<file path="src/rtl/pacman_mover.sv">
// -----------------------------------------------------------------------------
// pacman_mover
// Frame-rate movement controller for Pac-Man. Once per VGA frame it probes the
// maze through a wall-lookup request/acknowledge handshake: first the buffered
// turn (if any), then straight ahead. The first clear probe becomes the new
// centre position. Keyboard keycodes are decoded every cycle into a pending
// turn request that waits until a frame can accept it.
//
// Ports
//   Clk, Reset        system clock; synchronous active-high reset
//   vs                VGA vertical sync (asynchronous), one frame tick per rise
//   keycode[7:0]      USB HID keycode
//   wall_req          probe request, held until an ack or a timeout
//   wall_x, wall_y    probe centre, stable while wall_req=1
//   wall_ack          one-cycle acknowledge from the wall lookup
//   wall_hit          probe blocked (qualified by wall_ack)
//   PacX, PacY        current centre position
//   PacDir            heading: 0 right, 1 left, 2 up, 3 down
//   moving            last completed frame produced a move
//   overrun           one-cycle pulse when a frame tick arrives while busy
// -----------------------------------------------------------------------------
module pacman_mover #(
   parameter logic [9:0] START_X = 10'd320,
   parameter logic [9:0] START_Y = 10'd240,
   parameter logic [9:0] STEP    = 10'd1,
   parameter logic [9:0] X_MIN   = 10'd0,
   parameter logic [9:0] X_MAX   = 10'd639,
   parameter logic [9:0] Y_MIN   = 10'd0,
   parameter logic [9:0] Y_MAX   = 10'd479,
   parameter logic [7:0] TIMEOUT = 8'd64
) (
   input  logic       Clk,
   input  logic       Reset,
   input  logic       vs,
   input  logic [7:0] keycode,
   output logic       wall_req,
   output logic [9:0] wall_x,
   output logic [9:0] wall_y,
   input  logic       wall_ack,
   input  logic       wall_hit,
   output logic [9:0] PacX,
   output logic [9:0] PacY,
   output logic [1:0] PacDir,
   output logic       moving,
   output logic       overrun
);

   localparam logic [1:0] DIR_RIGHT = 2'd0;
   localparam logic [1:0] DIR_LEFT  = 2'd1;
   localparam logic [1:0] DIR_UP    = 2'd2;
   localparam logic [1:0] DIR_DOWN  = 2'd3;

   typedef enum logic [1:0] {IDLE, TURN_Q, FWD_Q, UPDATE} state_t;

   // Candidate position one step away; ok=0 means it left the vertical range.
   typedef struct packed {
      logic       ok;
      logic [9:0] x;
      logic [9:0] y;
   } cand_t;

   // Arithmetic is done on 11-bit signed values so that 0 - STEP is negative
   // instead of aliasing to a large unsigned coordinate.
   function automatic cand_t next_pos(input logic [1:0] dir,
                                      input logic [9:0] px,
                                      input logic [9:0] py);
      logic signed [10:0] cx;
      logic signed [10:0] cy;
      logic signed [10:0] dlt;
      cand_t              c;
      cx  = signed'({1'b0, px});
      cy  = signed'({1'b0, py});
      dlt = signed'({1'b0, STEP});
      case (dir)
         DIR_RIGHT: cx = cx + dlt;
         DIR_LEFT:  cx = cx - dlt;
         DIR_UP:    cy = cy - dlt;
         default:   cy = cy + dlt;
      endcase
      // Horizontal edges are a tunnel: leave one side, appear on the other.
      if (cx < signed'({1'b0, X_MIN}))      cx = signed'({1'b0, X_MAX});
      else if (cx > signed'({1'b0, X_MAX})) cx = signed'({1'b0, X_MIN});
      c.ok = (cy >= signed'({1'b0, Y_MIN})) && (cy <= signed'({1'b0, Y_MAX}));
      c.x  = cx[9:0];
      c.y  = cy[9:0];
      return c;
   endfunction

   // Registered state
   state_t     state;
   logic       vs_s1, vs_s2, vs_s3;
   logic       tick;
   logic [7:0] tmo_cnt;
   logic       pend_valid;
   logic [1:0] pend_dir;

   // Next-state values
   state_t     state_nxt;
   logic       req_nxt;
   logic [9:0] wx_nxt, wy_nxt;
   logic [7:0] cnt_nxt;
   logic [9:0] x_nxt, y_nxt;
   logic [1:0] dir_nxt;
   logic       moving_nxt;
   logic       pv_nxt;
   logic [1:0] pd_nxt;
   logic       launch_fwd;

   logic       key_valid;
   logic [1:0] key_dir;
   logic       ack_ok;
   logic       timed_out;
   cand_t      turn_c;
   cand_t      fwd_c;

   assign turn_c = next_pos(pend_dir, PacX, PacY);
   assign fwd_c  = next_pos(PacDir, PacX, PacY);

   // An ack in the very first cycle of a probe is not honoured; the counter is
   // still 0 then, which doubles as that qualifier.
   assign ack_ok    = wall_req && wall_ack && (tmo_cnt != 8'd0);
   assign timed_out = wall_req && !ack_ok && (tmo_cnt == TIMEOUT - 8'd1);

   always_comb begin
      key_valid = 1'b1;
      key_dir   = DIR_RIGHT;
      case (keycode)
         8'h07, 8'h4F: key_dir = DIR_RIGHT;
         8'h04, 8'h50: key_dir = DIR_LEFT;
         8'h1A, 8'h52: key_dir = DIR_UP;
         8'h16, 8'h51: key_dir = DIR_DOWN;
         default:      key_valid = 1'b0;
      endcase
   end

   // NOTE: every signal written here gets a default first, so no path can
   // leave one unassigned and infer a latch.
   always_comb begin
      state_nxt  = state;
      req_nxt    = wall_req;
      wx_nxt     = wall_x;
      wy_nxt     = wall_y;
      cnt_nxt    = tmo_cnt;
      x_nxt      = PacX;
      y_nxt      = PacY;
      dir_nxt    = PacDir;
      moving_nxt = moving;
      pv_nxt     = pend_valid;
      pd_nxt     = pend_dir;
      launch_fwd = 1'b0;

      case (state)
         IDLE: begin
            if (tick) begin
               // A turn whose target is off the top/bottom counts as blocked
               // without a probe, so it falls straight through to forward.
               if (pend_valid && turn_c.ok) begin
                  state_nxt = TURN_Q;
                  req_nxt   = 1'b1;
                  wx_nxt    = turn_c.x;
                  wy_nxt    = turn_c.y;
                  cnt_nxt   = 8'd0;
               end else begin
                  launch_fwd = 1'b1;
               end
            end
         end
         TURN_Q: begin
            cnt_nxt = tmo_cnt + 8'd1;
            if (ack_ok && !wall_hit) begin
               dir_nxt   = pend_dir;
               pv_nxt    = 1'b0;
               req_nxt   = 1'b0;
               state_nxt = UPDATE;
            end else if (ack_ok || timed_out) begin
               launch_fwd = 1'b1;
            end
         end
         FWD_Q: begin
            cnt_nxt = tmo_cnt + 8'd1;
            if (ack_ok && !wall_hit) begin
               req_nxt   = 1'b0;
               state_nxt = UPDATE;
            end else if (ack_ok || timed_out) begin
               req_nxt    = 1'b0;
               moving_nxt = 1'b0;
               state_nxt  = IDLE;
            end
         end
         default: begin  // UPDATE: wall_x/wall_y still hold the accepted probe
            x_nxt      = wall_x;
            y_nxt      = wall_y;
            moving_nxt = 1'b1;
            state_nxt  = IDLE;
         end
      endcase

      // Forward probe, entered from IDLE or after a blocked turn. When coming
      // from TURN_Q the request stays high and is re-armed with new coordinates.
      if (launch_fwd) begin
         if (fwd_c.ok) begin
            state_nxt = FWD_Q;
            req_nxt   = 1'b1;
            wx_nxt    = fwd_c.x;
            wy_nxt    = fwd_c.y;
            cnt_nxt   = 8'd0;
         end else begin
            state_nxt  = IDLE;
            req_nxt    = 1'b0;
            moving_nxt = 1'b0;
         end
      end

      // A key in the same cycle a turn is accepted wins: it re-arms the pending
      // turn with the new direction.
      if (key_valid) begin
         pv_nxt = 1'b1;
         pd_nxt = key_dir;
      end
   end

   // NOTE: sequential state uses non-blocking assignments so every flop
   // samples the pre-edge values, independent of statement order.
   always_ff @(posedge Clk) begin
      if (Reset) begin
         state      <= IDLE;
         vs_s1      <= 1'b0;
         vs_s2      <= 1'b0;
         vs_s3      <= 1'b0;
         tick       <= 1'b0;
         tmo_cnt    <= 8'd0;
         wall_req   <= 1'b0;
         wall_x     <= 10'd0;
         wall_y     <= 10'd0;
         PacX       <= START_X;
         PacY       <= START_Y;
         PacDir     <= DIR_RIGHT;
         moving     <= 1'b0;
         overrun    <= 1'b0;
         pend_valid <= 1'b0;
         pend_dir   <= DIR_RIGHT;
      end else begin
         vs_s1      <= vs;
         vs_s2      <= vs_s1;
         vs_s3      <= vs_s2;
         tick       <= vs_s2 & ~vs_s3;
         state      <= state_nxt;
         tmo_cnt    <= cnt_nxt;
         wall_req   <= req_nxt;
         wall_x     <= wx_nxt;
         wall_y     <= wy_nxt;
         PacX       <= x_nxt;
         PacY       <= y_nxt;
         PacDir     <= dir_nxt;
         moving     <= moving_nxt;
         overrun    <= tick && (state != IDLE);
         pend_valid <= pv_nxt;
         pend_dir   <= pd_nxt;
      end
   end

endmodule

</file>
<file path="config.mk">
export PLATFORM = sky130hd
export DESIGN_NAME = pacman_mover
export DESIGN_NICKNAME = d
export VERILOG_FILES = /design/src/rtl/pacman_mover.sv
export SDC_FILE = /design/constraint.sdc
export NUM_CORES = 1
export LEC_CHECK = 0
export ABC_AREA = 1
export CAP_MARGIN = 30
export CORE_UTILIZATION = 45
export CTS_CLUSTER_DIAMETER = 120
export CTS_CLUSTER_SIZE = 14
export DETAILED_ROUTE_END_ITERATION = 8
export PLACE_DENSITY = 0.67
export SETUP_SLACK_MARGIN = 0.5
export SYNTH_ARGS = -nofsm -noshare
export SYNTH_HDL_FRONTEND = slang
export SYNTH_SLANG_ARGS = --single-unit
export TNS_END_PERCENT = 1
</file>
<file path="constraint.sdc">
create_clock -name Clk -period 4 [get_ports Clk]
set_input_delay 1.2 -clock Clk [delete_from_list [all_inputs] [get_ports Clk]]
set_output_delay 1.2 -clock Clk [all_outputs]
set_load 0.005 [all_outputs]
</file>
==> results of run 1 <==
[power by group]
| part | internal [µW] | leakage [µW] | switching (µW) |
|---|---|---|---|
| combinational | 275 | 0.00182 | 428 |
| sequential | 676 | 0.000502 | 89.2 |
| clock | 325 | 0.0000992 | 283 |
[worst paths after layout]
kind / to / depth (start not counted)
worst max register to register: wall_x[9]$_SDFF_PP0_ / 11
worst min-delay path: tick$_SDFF_PP0_ / 1
worst max-delay path: PacDir[1] / 1
worst min register to register: tick$_SDFF_PP0_ / 1
[cell families (layout without fill, tap and decap cells)]
group           Yosys count  in the layout
buf+inv                 121            170
xor+xnor                 16             16
fa+ha+maj                11             11
simple gates            427            427
compound gates          148            148
flops                    62             62
[stage by stage]
step           hold slack [ns]  utilization, %
6_report                 0.401            54.4
2_1_floorplan            0.374               -
4_1_cts                  0.401            54.4
5_1_grt                  0.422            54.4
3_3_place_gp             0.380            52.4
3_5_place_dp             0.384            52.4
[state kept, by name, summed over array words and instances, names as in the netlist]
signal and cells:
PacX 10, PacY 10, wall_x 10, wall_y 10, tmo_cnt 8, PacDir 2
pend_dir 2, state 2, moving 1, overrun 1, pend_valid 1, tick 1
vs_s1 1, vs_s2 1, vs_s3 1, wall_req 1
[area by class of cell]
cell class,instances,area (µm²)
clock buffers,12,155
clock inverters,4,53.8
fillers,1091,4680
inverters,92,348
multi-input cells,602,3020
flip-flops and latches,62,1240
well taps,136,170
repair buffers,62,608
[layout by cell type, fill, tap and decap left out, drive strengths merged, types with 2 or more instances in the layout]
master	netlist	layout
nand2	203	203
nor2	128	128
inv	90	91
o21ai	70	70
nand3	68	68
dfxtp	62	62
clkdlybuf4s50	0	57
a21oi	44	44
nand4	15	15
xor2	14	14
clkbuf	14	12
ha	11	11
nor3	9	9
o22ai	7	7
o211ai	6	6
o221ai	6	6
buf	15	5
a211oi	4	4
a221oi	3	3
clkinv	2	2
nor4	2	2
xnor2	2	2
clkinvlp	0	2
[layer usage]
metal | vias to the layer above | GRT usage (%)
li1 | 2667 | -
met1 | 2454 | 36.6
met2 | 200 | 44.2
met3 | 32 | 4.05
met4 | 0 | 8.65
met5 | - | 0
==> impl_metrics.yaml, run 1 <==
setup_path:
  crit_chain: "clkdlybuf4s50_1"
  cp-end-kind: "primary output"
  arrival_ns: 1.79
  rrSetupSlack_ns: 1.11
  critPathSlowestCell: "dfxtp_1"
  crit_start: "PacDir[1]$_SDFFE_PP0P_"
  cp_slowest_stage_delay_ns: 0.78
  cp-start-kind: "flop"
  r2r-start: "PacDir[1]$_SDFFE_PP0P_"
  cp_top_family: "flip-flops"
  cp_max_fo: 18
  critPathBufInv: 1
  worst_ep_required_time_ns: 2.80
  criticalPathCategory: "flop to primary output"
synth:
  synth_edf_count: 0
  synth-simple-area-share_pct: 39.4
  yosysUniqueCellTypes: 48
  synthAdderAreaFrac_pct: 2.89
  avgSynthCellArea_um2: 6.06
  yosysMostFrequentCell: "nand2_1"
  yosys.area.top_type: "dfxtp_1"
  synthesis.nets: 809
  ys_warn_count: 0
  synth-xor-area-share_pct: 2.94
  yosys-top-cells-area: "dfxtp_1 (26%), nand2_1 (15%), nor2_1 (9.1%)"
  netlist.area_leader.share_pct: 26.1
  synth_flop_cell: "dfxtp_1"
  synth_top_family_by_area: "simple AND/OR/NAND/NOR gates"
  syn_inst: 785
  synthTopCellsByCount: "nand2_1 (193), nor2_1 (116), inv_1 (84), nand3_1 (66), dfxtp_1 (62)"
  ys_seq_area_share_pct: 26.1
  synth.area.mux_share_pct: 0
  synth_compound_area_share_pct: 18.1
  syn_area_mm2: 0.00476
  ys_ff_latch: 62
  async_flop_share_pct: 0
clock_network:
  cts_resized: 0
  cts_tree: "done"
  clockBufferDepth: 2
  cts_buffers: 9
  clk_latency_ns: 0.36
  htreeDepth: 3
  cts_hold_buffers: 0
  cts-root-buf: "clkbuf_8"
  clkSinkCount: 62
  cts.clk_slew.worst_paths_ns: 0.08
  cts_setup_buffers: 0
final_layout:
  final_nets: 853
  drive_gt1_share_pct: 6.71
  diodes: 0
  final_area_mm2: 0.00559
  final_cells: 970
  syn2layout_area_growth_pct: 17.5
global_route:
  grt.total_usage_pct: 27.1
  grt_pass1_vias: 4790
  grt_max_degree: 29
  grt-ovfl-total: 0
  grt_antenna_before_repair: 0
  grt_pass1_wl_um: 24000
drt:
  drt-met1-wl_um: 6580
  dr.pass1.iters: 5
  top_layer: "met4"
  ant_nets: 0
  wl_per_cell_um: 15.0
  met3_length_um: 863
  met2_length_um: 6770
  drcViolationCount: 0
  drtIter0Drc: 409
  num_vias: 5353
  viasPerCell: 5.52
  drt-total-wl_um: 14500
place:
  place.gp.congestion: 0.980
  pre_cts_ws_ns: 1.07
  dpl.hpwl_um: 10800
  place_area_mm2: 0.00538
  dp.cells: 954
  io_buffers: 57
pwr:
  peakVddDrop_v: 0.000416
  total_power_uw: 2080
  power_density_mw_per_mm2: 371
  leakagePower_uw: 0.00242
timing:
  setup_ws_ns: 1.01
  final_hold_viol_count: 0
  rsz0062_at_grt: "false"
  final.setup.tns_ns: 0
  finalCritPeriodShare_pct: 74.8
  fmax_mhz: 334
  slew_headroom_pct: 51.7
  drv_slew: 0
  finalClockSkew_ns: 0.0169
  period_minus_slack_ns: 2.99
  worst_pin_slew_ns: 0.714
  setup_viol_count_final: 0
worst_hold_path:
  min_path_type: "flop to flop"
  holdCritStartpoint: "vs_s3$_SDFF_PP0_"
floorplanning:
  die_height_um: 105
  ios: 58
  placementRows: 37
  die-area_mm2: 0.0110
  die_w_um: 105
  core-area_mm2: 0.0103
  initial_utilization_pct: 46.3
flow_run:
  maxCapViolCount: 0
run_status:
  status: "finished, final reports clean"
Note: power is estimated with default switching activity, not from simulation.
==> run 2, diff against run 1 <==
- PLACE_DENSITY: 0.67 -> 0.69
- clock period: 4 -> 2.45 ns (I/O delays scaled with it)
==> impl_metrics.yaml, run 2 (synthesis gave the netlist of run 1 again) <==
run_status:
  status: "finished, final reports clean"
clock_network:
  clockBufferDepth: 2
  clk_latency_ns: 0.36
  cts_buffers: 9
  cts_hold_buffers: 0
  clkSinkCount: 62
  htreeDepth: 3
  cts_tree: "done"
  cts-root-buf: "clkbuf_8"
  cts.clk_slew.worst_paths_ns: 0.08
drt:
  drt-total-wl_um: 15700
  viasPerCell: 5.44
  ant_nets: 0
  drcViolationCount: 0
  wl_per_cell_um: 15.4
  drtIter0Drc: 400
  dr.pass1.iters: 5
  num_vias: 5553
floorplanning:
  die-area_mm2: 0.0110
  initial_utilization_pct: 46.3
  placementRows: 37
  die_height_um: 105
  ios: 58
  die_w_um: 105
  core-area_mm2: 0.0103
timing:
  period_minus_slack_ns: 2.19
  worst_pin_slew_ns: 0.714
  finalClockSkew_ns: 0.0156
  final.setup.tns_ns: 0
  fmax_mhz: 457
  final_hold_viol_count: 0
  slew_headroom_pct: 52.4
  finalCritPeriodShare_pct: 89.2
  setup_viol_count_final: 0
  drv_slew: 0
  rsz0062_at_grt: "true"
final_layout:
  layout_common_cells: "nand2_1 (183), nor2_1 (103), inv_1 (80)"
  drive_gt1_share_pct: 18.9
  finish.utilization_pct: 62.0
  diodes: 0
  final_nets: 904
  final_area_mm2: 0.00637
  final_common_cell: "nand2_1"
  syn2layout_area_growth_pct: 33.9
pwr:
  power_density_mw_per_mm2: 587
  switching_share_pct: 37.3
  switching_power_uw: 1400
  pwr-share-comb_pct: 37.3
  peakVddDrop_v: 0.000401
  pwr-share-seq_pct: 33.0
  clkPwrFrac_pct: 29.7
  p_int_uw: 2350
  leakagePower_uw: 0.00275
  total_power_uw: 3740
place:
  io_buffers: 57
  place.gp.congestion: 0.925
  dpl.hpwl_um: 10800
  place_area_mm2: 0.00562
global_route:
  grt_pass1_vias: 5128
  grt_max_degree: 37
  grt-ovfl-total: 0
  grtUsageMet3_pct: 4.62
  grt_antenna_before_repair: 0
  grtUsageMet2_pct: 48.8
  grt.total_usage_pct: 29.1
  grt-busiest-layer: "met2"
  grtUsageMet1_pct: 38.0
  grt_pass1_wl_um: 25400
setup_path:
  worst_ep_required_time_ns: 2.70
  arrival_ns: 2.44
  cp-start-kind: "flop"
  cp-end-kind: "flop"
  cp_max_fo: 8
  rrSetupSlack_ns: 0.26
  criticalPathCategory: "flop to flop"
worst_hold_path:
  min_path_type: "flop to flop"
flow_run:
  maxCapViolCount: 0
## run 2: final timing paths
kind	end	start	depth (start not counted)
min reg2reg	tick$_SDFF_PP0_	vs_s3$_SDFF_PP0_	1
max	wall_x[2]$_SDFF_PP0_	PacY[0]$_SDFFE_PP0N_	17
max reg2reg	wall_x[2]$_SDFF_PP0_	PacY[0]$_SDFFE_PP0N_	17
min	tick$_SDFF_PP0_	vs_s3$_SDFF_PP0_	1
## run 2: repair_timing
action / CTS / global route
pin swaps: 24 / 15
cloned: 4 / 0
resized for setup: 44 / 34
buffers inserted: 20 / 4
setup endpoints to repair: 72 / 79
## run 2: power groups by stage
stage               logic [µW]  registers (µW)  clock network, µW
CTS                       1330            1240               1120
floorplan                  861            1210                  0
finish                    1390            1240               1110
global placement          1200            1250                  0
detailed placement        1210            1260                  0
global route              1550            1260               1160
## run 2: critical path, stage by stage (launching register included)
cell	delay, ns
dfxtp_4	0.40
clkinv_4	0.08
buf_12	0.13
nor2_4	0.13
nand3_1	0.10
nand3_1	0.09
nand2_1	0.06
nor2_2	0.17
nor2_2	0.07
nand2_2	0.11
nand2_4	0.09
nand2_4	0.09
nand2_8	0.07
nand2_8	0.12
buf_12	0.14
clkinv_8	0.07
nor2_1	0.11
nor2_1	0.05
## run 2: per-layer routing
metal	routed length (µm)	up-vias
li1	-	2767
met1	6980	2544
met2	7280	217
met3	1200	25
met4	273	0
met5	0	-
## run 2: final cells by class
class | instances | area (µm²)
fill | 1010 | 3910
multi-input combinational | 604 | 3230
sequential | 62 | 1290
timing repair buffer | 110 | 1070
inverter | 92 | 363
tap | 136 | 170
clock buffer | 13 | 169
clock inverter | 3 | 65.1
timing repair inverter | 1 | 16.3
## run 2: through the flow
| step | setup WS, ns | hold slack [ns] | cells |
|---|---|---|---|
| after floorplan | 0.456 | 0.374 | 785 |
| after global placement | 0.0772 | 0.380 | 977 |
| after detailed placement | 0.0615 | 0.389 | 977 |
| after CTS | 0.293 | 0.400 | 1017 |
| after global routing | 0.166 | 0.414 | 1021 |
| final | 0.264 | 0.395 | 1021 |
==> run 3, diff against run 2 <==
- SLEW_MARGIN: unset -> 30
==> results of run 3 <==
Same layout as run 2: the final DEF is identical, and so are final timing and power.
